<file path="config.mk">
export PLATFORM = sky130hd
export DESIGN_NAME = regfile_wb_arbiter
export DESIGN_NICKNAME = d
export VERILOG_FILES = /design/src/rtl/regfile_wb_arbiter.sv
export SDC_FILE = /design/constraint.sdc
export NUM_CORES = 1
export LEC_CHECK = 0
export CORE_MARGIN = 2
export CORE_UTILIZATION = 38
export DETAILED_ROUTE_END_ITERATION = 10
export PLACE_DENSITY = 0.87
export RECOVER_POWER = 100
export SLEW_MARGIN = 10
export SYNTH_ARGS = -nofsm -noshare
export SYNTH_HDL_FRONTEND = slang
export SYNTH_SLANG_ARGS = --single-unit
export TNS_END_PERCENT = 5
</file>
<file path="constraint.sdc">
create_clock -name clk -period 2.29 [get_ports clk]
set_clock_uncertainty 0.1 [all_clocks]
set_input_delay 0.458 -clock clk [delete_from_list [all_inputs] [get_ports clk]]
set_output_delay 0.458 -clock clk [all_outputs]
set_load 0.05 [all_outputs]
</file>
<file path="src/rtl/regfile_wb_arbiter.sv">
// -----------------------------------------------------------------------------
// regfile_wb_arbiter
//
// Shares the single register-file write port (data register + predicate bit)
// between NUM_REQ writeback requesters. Requesters are served round-robin with
// a valid/ready handshake, and the winner's payload lands in a one-entry
// registered output stage that drives the regfile writeback interface.
//
// Parameters
//   NUM_REQ      number of requesters (2..4); requester 0 wins the first
//                arbitration after reset
//   DATA_WIDTH   register data width (defaults to the `DATA_WIDTH macro)
//   ADDR_WIDTH   register address width
//
// Ports
//   clk            clock, all state updates on the rising edge
//   n_rst          synchronous active-low reset
//   req_valid      per requester: write pending
//   req_ready      per requester: write accepted this cycle (combinational)
//   req_use_rw     per requester: writes a data register
//   req_rw_addr    per requester destination register, slice i
//   req_data       per requester write data, slice i
//   req_write_ps   per requester: writes the predicate bit
//   req_ps         per requester predicate value, bit i
//   wb_stall       downstream cannot take wb_* this cycle
//   wb_valid       registered writeback valid
//   wb_use_rw      registered: write regs[wb_rw_addr]
//   wb_rw_addr     registered destination address
//   wb_data        registered write data
//   wb_write_ps    registered: write the predicate bit
//   wb_ps          registered predicate value
//   wb_grant_id    index of the requester occupying the output stage
//
// Optional feature (macro RF_WB_BYPASS_EN)
//   byp_valid, byp_addr, byp_data, byp_ps_valid, byp_ps: combinational copy
//   of the granted payload in the transfer cycle so operand reads can see the
//   value one cycle before it reaches the regfile. All zero when no transfer.
// -----------------------------------------------------------------------------
`ifndef DATA_WIDTH
`define DATA_WIDTH 32
`endif

module regfile_wb_arbiter #(
  parameter int NUM_REQ    = 2,
  parameter int DATA_WIDTH = `DATA_WIDTH,
  parameter int ADDR_WIDTH = 4
) (
  input  logic                            clk,
  input  logic                            n_rst,
  input  logic [NUM_REQ-1:0]              req_valid,
  output logic [NUM_REQ-1:0]              req_ready,
  input  logic [NUM_REQ-1:0]              req_use_rw,
  input  logic [NUM_REQ*ADDR_WIDTH-1:0]   req_rw_addr,
  input  logic [NUM_REQ*DATA_WIDTH-1:0]   req_data,
  input  logic [NUM_REQ-1:0]              req_write_ps,
  input  logic [NUM_REQ-1:0]              req_ps,
  input  logic                            wb_stall,
  output logic                            wb_valid,
  output logic                            wb_use_rw,
  output logic [ADDR_WIDTH-1:0]           wb_rw_addr,
  output logic [DATA_WIDTH-1:0]           wb_data,
  output logic                            wb_write_ps,
  output logic                            wb_ps,
  output logic [$clog2(NUM_REQ)-1:0]      wb_grant_id
`ifdef RF_WB_BYPASS_EN
  ,
  output logic                            byp_valid,
  output logic [ADDR_WIDTH-1:0]           byp_addr,
  output logic [DATA_WIDTH-1:0]           byp_data,
  output logic                            byp_ps_valid,
  output logic                            byp_ps
`endif
);

  localparam int IDW = $clog2(NUM_REQ);

  logic [IDW-1:0]        rr_ptr_r;
  logic                  grant_found_s;
  logic [IDW-1:0]        grant_idx_s;
  logic [IDW-1:0]        ptr_next_s;
  logic                  free_s;
  logic                  transfer_s;
  logic                  sel_use_rw_s;
  logic [ADDR_WIDTH-1:0] sel_addr_s;
  logic [DATA_WIDTH-1:0] sel_data_s;
  logic                  sel_write_ps_s;
  logic                  sel_ps_s;

  // Requester index reached by stepping 'offset' places from 'base', wrapping
  // at NUM_REQ (which need not be a power of two).
  function automatic logic [IDW-1:0] rr_index(input logic [IDW-1:0] base, input int offset);
    int sum;
    sum = int'(base) + offset;
    if (sum >= NUM_REQ) begin
      sum = sum - NUM_REQ;
    end else begin
      sum = sum;
    end
    return IDW'(sum);
  endfunction

  // The stage can take a new entry when it is empty or its entry drains now.
  assign free_s     = ~wb_valid | ~wb_stall;
  // Reset gates the handshake so nothing is accepted while n_rst is low.
  assign transfer_s = n_rst & free_s & grant_found_s;

  // Round-robin search: first valid requester at or after the pointer.
  always_comb begin
    grant_found_s = 1'b0;
    grant_idx_s   = {IDW{1'b0}};
    for (int k = 0; k < NUM_REQ; k++) begin
      if (!grant_found_s && req_valid[rr_index(rr_ptr_r, k)]) begin
        grant_found_s = 1'b1;
        grant_idx_s   = rr_index(rr_ptr_r, k);
      end else begin
        grant_found_s = grant_found_s;
      end
    end
  end

  // Pointer moves one past the winner so it has lowest priority next time.
  always_comb begin
    if (grant_idx_s == IDW'(NUM_REQ - 1)) begin
      ptr_next_s = {IDW{1'b0}};
    end else begin
      ptr_next_s = grant_idx_s + IDW'(1);
    end
  end

  // One-hot ready toward the granted requester, only when a transfer happens.
  always_comb begin
    req_ready = {NUM_REQ{1'b0}};
    if (transfer_s) begin
      req_ready[grant_idx_s] = 1'b1;
    end else begin
      req_ready = {NUM_REQ{1'b0}};
    end
  end

  // Payload multiplexer selecting the granted requester's slice.
  always_comb begin
    sel_use_rw_s   = req_use_rw[grant_idx_s];
    sel_addr_s     = req_rw_addr[grant_idx_s*ADDR_WIDTH +: ADDR_WIDTH];
    sel_data_s     = req_data[grant_idx_s*DATA_WIDTH +: DATA_WIDTH];
    sel_write_ps_s = req_write_ps[grant_idx_s];
    sel_ps_s       = req_ps[grant_idx_s];
  end

  // Output stage and round-robin pointer; a stalled entry holds everything.
  always_ff @(posedge clk) begin
    if (!n_rst) begin
      wb_valid    <= 1'b0;
      wb_use_rw   <= 1'b0;
      wb_rw_addr  <= {ADDR_WIDTH{1'b0}};
      wb_data     <= {DATA_WIDTH{1'b0}};
      wb_write_ps <= 1'b0;
      wb_ps       <= 1'b0;
      wb_grant_id <= {IDW{1'b0}};
      rr_ptr_r    <= {IDW{1'b0}};
    end else if (transfer_s) begin
      wb_valid    <= 1'b1;
      wb_use_rw   <= sel_use_rw_s;
      wb_rw_addr  <= sel_addr_s;
      wb_data     <= sel_data_s;
      wb_write_ps <= sel_write_ps_s;
      wb_ps       <= sel_ps_s;
      wb_grant_id <= grant_idx_s;
      rr_ptr_r    <= ptr_next_s;
    end else if (free_s) begin
      // Entry drained with nothing to replace it; payload fields keep value.
      wb_valid    <= 1'b0;
    end else begin
      wb_valid    <= wb_valid;
    end
  end

`ifdef RF_WB_BYPASS_EN
  // Early copy of the accepted payload for operand forwarding.
  always_comb begin
    if (transfer_s) begin
      byp_valid    = sel_use_rw_s;
      byp_addr     = sel_addr_s;
      byp_data     = sel_data_s;
      byp_ps_valid = sel_write_ps_s;
      byp_ps       = sel_ps_s;
    end else begin
      byp_valid    = 1'b0;
      byp_addr     = {ADDR_WIDTH{1'b0}};
      byp_data     = {DATA_WIDTH{1'b0}};
      byp_ps_valid = 1'b0;
      byp_ps       = 1'b0;
    end
  end
`endif

endmodule

</file>
==> results.tsv <==
stage	metric	value	unit
power	p_leak	1.34	nW
clocking	clock_latency	0.28	ns
yosys	yosysWarnings	0	
global_routing	grt_pass1_vias	1977	
final_layout	finish.instance_area	0.00321	mm2
min_path	hp-class	reg -> reg	
global_routing	grt-ovfl-total	0	
placement	place_ws	0.0740	ns
clocking	cts_sinks	42	
critical_path	crit_buf_inv	2	
critical_path	worstSetupStartpointType	input pin	
drt	ant_nets	0	
final_layout	syn_to_final_growth	76.6	%
timing	drv_slew	0	
floorplan	die-area	0.00536	mm2
timing	whs	0.360	ns
timing	hold_viol_final	0	
timing	fin_ws	0.0828	ns
clocking	htreeDepth	2	
final_layout	nFillCells	383	
yosys	synthCells	195	
power	power.density	621	mW/mm2
power	intPower	1.33	mW
yosys	synth_xor_area_share	0	%
power	comb_power_share	34.0	%
final_layout	nets	401	
clocking	cts_setup_buffers	0	
clocking	cts_tree	done	
yosys	synth_area_leaders	dfxtp_1 (46%), a221o_2 (15%), nor3_1 (11%), nand2_1 (8.5%), a221o_1 (8.3%)	
power	ir_worst_vdd	320	uV
timing	layout_min_cycle_time	2.21	ns
yosys	synth-adder-area-share	0	%
placement	port_buffers	125	
critical_path	critPathTopFamily	buffers and inverters	
drt	routed_wl	5640	um
floorplan	core_area	0.00466	mm2
clocking	cts-hold-fix-buffers	0	
timing	relSlewSlack	64.5	%
clocking	cts_buffer_depth	2	
drt	avgViaCountPerCell	5.34	
timing	fin_crit_sh	96.4	%
floorplan	dieHeight	73.2	um
final_layout	stdcell_count	373	
power	switching_share	33.1	%
drt	first_pass_iters	4	
yosys	netlist_area	0.00182	mm2
yosys	synth.distinct_cells	18	
floorplan	fp.dieW	73.2	um
drt	vias	1992	
run_status	outcome	completed	
global_routing	antenna_found_initial	0	
critical_path	critPathMaxFanout	3	
yosys	ys_seq_elements	42	
global_routing	grt_max_degree	40	
final_layout	antenna_cells	0	
timing	grt_setup_unrepaired	false	
timing	setup_viol	0	
timing	worst_pin_slew	0.531	ns
yosys	synth_area_per_cell	9.33	um2
drt	drt_iter0_drc	93	
yosys	synth_nets	278	
clocking	numCtsBuffers	5	
placement	placedCellCount	365	
clocking	cts_root_buf	clkbuf_8	
power	pwr-share-clk	24.3	%
timing	clock.fmax	0.453	GHz
final_layout	utilization	68.9	%
yosys	yosys.area.top_type	dfxtp_1	
critical_path	cp_slowest_cell	clkdlybuf4s50_1	
global_routing	grt_usage	21.2	%
placement	gp_congestion	0.716	
critical_path	crit_type	in -> out	
critical_path	end_kind	primary output	
power	pwr-share-seq	41.7	%
yosys	synth_compound_area_share	25.7	%
floorplan	start_util	39.0	%
drt	drc	0	
clocking	cts_resized	0	
critical_path	max_stage_delay	0.50	ns
critical_path	crit_required	1.73	ns
drt	routedWlPerCell	15.1	um
yosys	synth_top_family_by_area	compound AO/OA/AOI/OAI gates	
clocking	clkTransAtPathRegs	0.08	ns
critical_path	worstPathArrival	1.65	ns
placement	dp_hpwl	4070	um
flow_run	maxCapViolations	0	
yosys	ys_seq_area_share	46.2	%
floorplan	row_count	25	
yosys	synthSimpleGateAreaFrac	20.9	%
global_routing	grt_pass1_wl	8920	um
power	finalPower	2.00	mW
placement	placed_cell_area	0.00317	mm2
yosys	synth_top_area_share	46.2	%
yosys	synthMuxAreaShare	0	%
final_layout	drive_gt1_share	15.0	%
critical_path	cp_cell_sequence	clkdlybuf4s50_1 > a21bo_2 > nor3_2 > buf_12	
floorplan	pin_count	126	
timing	fin_setup_tns	0	ns
power	p_switching	0.661	mW
power by group through the flow:
stage          sequential, mW  clock [mW]  combinational [mW]
3_5_place_dp            0.849           0               0.715
3_3_place_gp            0.849           0               0.710
2_1_floorplan            1.07           0               0.172
4_1_cts                 0.835       0.495               0.717
6_report                0.832       0.485               0.678
5_1_grt                 0.840       0.523               0.716
registers in the layout, summed over array words and instances, names as in the netlist:
name / flops
rr_ptr_r: 1
wb_data: 32
wb_grant_id: 1
wb_ps: 1
wb_rw_addr: 4
wb_use_rw: 1
wb_valid: 1
wb_write_ps: 1
worst reg2reg max path, cell delays in order (launching register included):
cell and delay, ns:
dfxtp_1 0.44, nand2_1 0.08, and3_1 0.24, buf_4 0.23, a221o_2 0.41
layout make-up:
cell class	count	area [um2]	share of cell area, %
Clock inverter	1	5.00	0.156
Clock buffer	7	86.3	2.69
Multi-Input combinational cell	131	861	26.8
Tap cell	54	67.6	2.10
Timing Repair Buffer	137	1350	42.0
Sequential cell	42	841	26.2
Inverter	1	3.75	0.117
placed cells by master (no fill, tap or decap), types with 3 or more instances in the layout:
cell / synthesis / final
clkdlybuf4s50_1: 0 / 82
dlygate4sd3_1: 0 / 41
nand2_1: 41 / 41
nor3_1: 40 / 39
clkbuf_1: 8 / 3
a221o_1: 15 / 15
dfxtp_1: 42 / 42
clkbuf_8: 0 / 6
buf_4: 0 / 8
a221o_2: 24 / 24
final timing paths:
check / end / cells after the start / startpoint / slack, ns
min reg2reg: wb_grant_id / 1 / wb_grant_id / 0.36
min: wb_grant_id / 1 / wb_grant_id / 0.36
max: req_ready[1] / 4 / req_valid[1] / 0.08
max reg2reg: wb_data[6] / 4 / rr_ptr_r / 0.67
cell usage after synthesis, drive strengths merged:
master  number
inv          1
a21o         1
a221o       39
nor3        40
a311oi       1
buf         13
nand2       41
clkbuf       8
a21oi        2
and3         1
a21bo        1
dfxtp       42
nor2         2
or2          1
nor2b        1
a21boi       1
metal layers:
metal / track usage (%) / part of all wire, % / vias to the layer above
met5: 0 / 0 / -
met4: 4.94 / 0.44 / 0
met3: 6.63 / 8.7 / 2
met2: 36.8 / 50 / 96
met1: 25.4 / 41 / 913
li1: - / - / 981
logic make-up (layout without fill, tap and decap cells):
logic type,after synthesis,in the layout
buffers and inverters,22,146
and+or+nand+nor,86,86
DFF,42,42
AOI/OAI and AO/OA,45,45
Power figures use the tool's default switching activity.
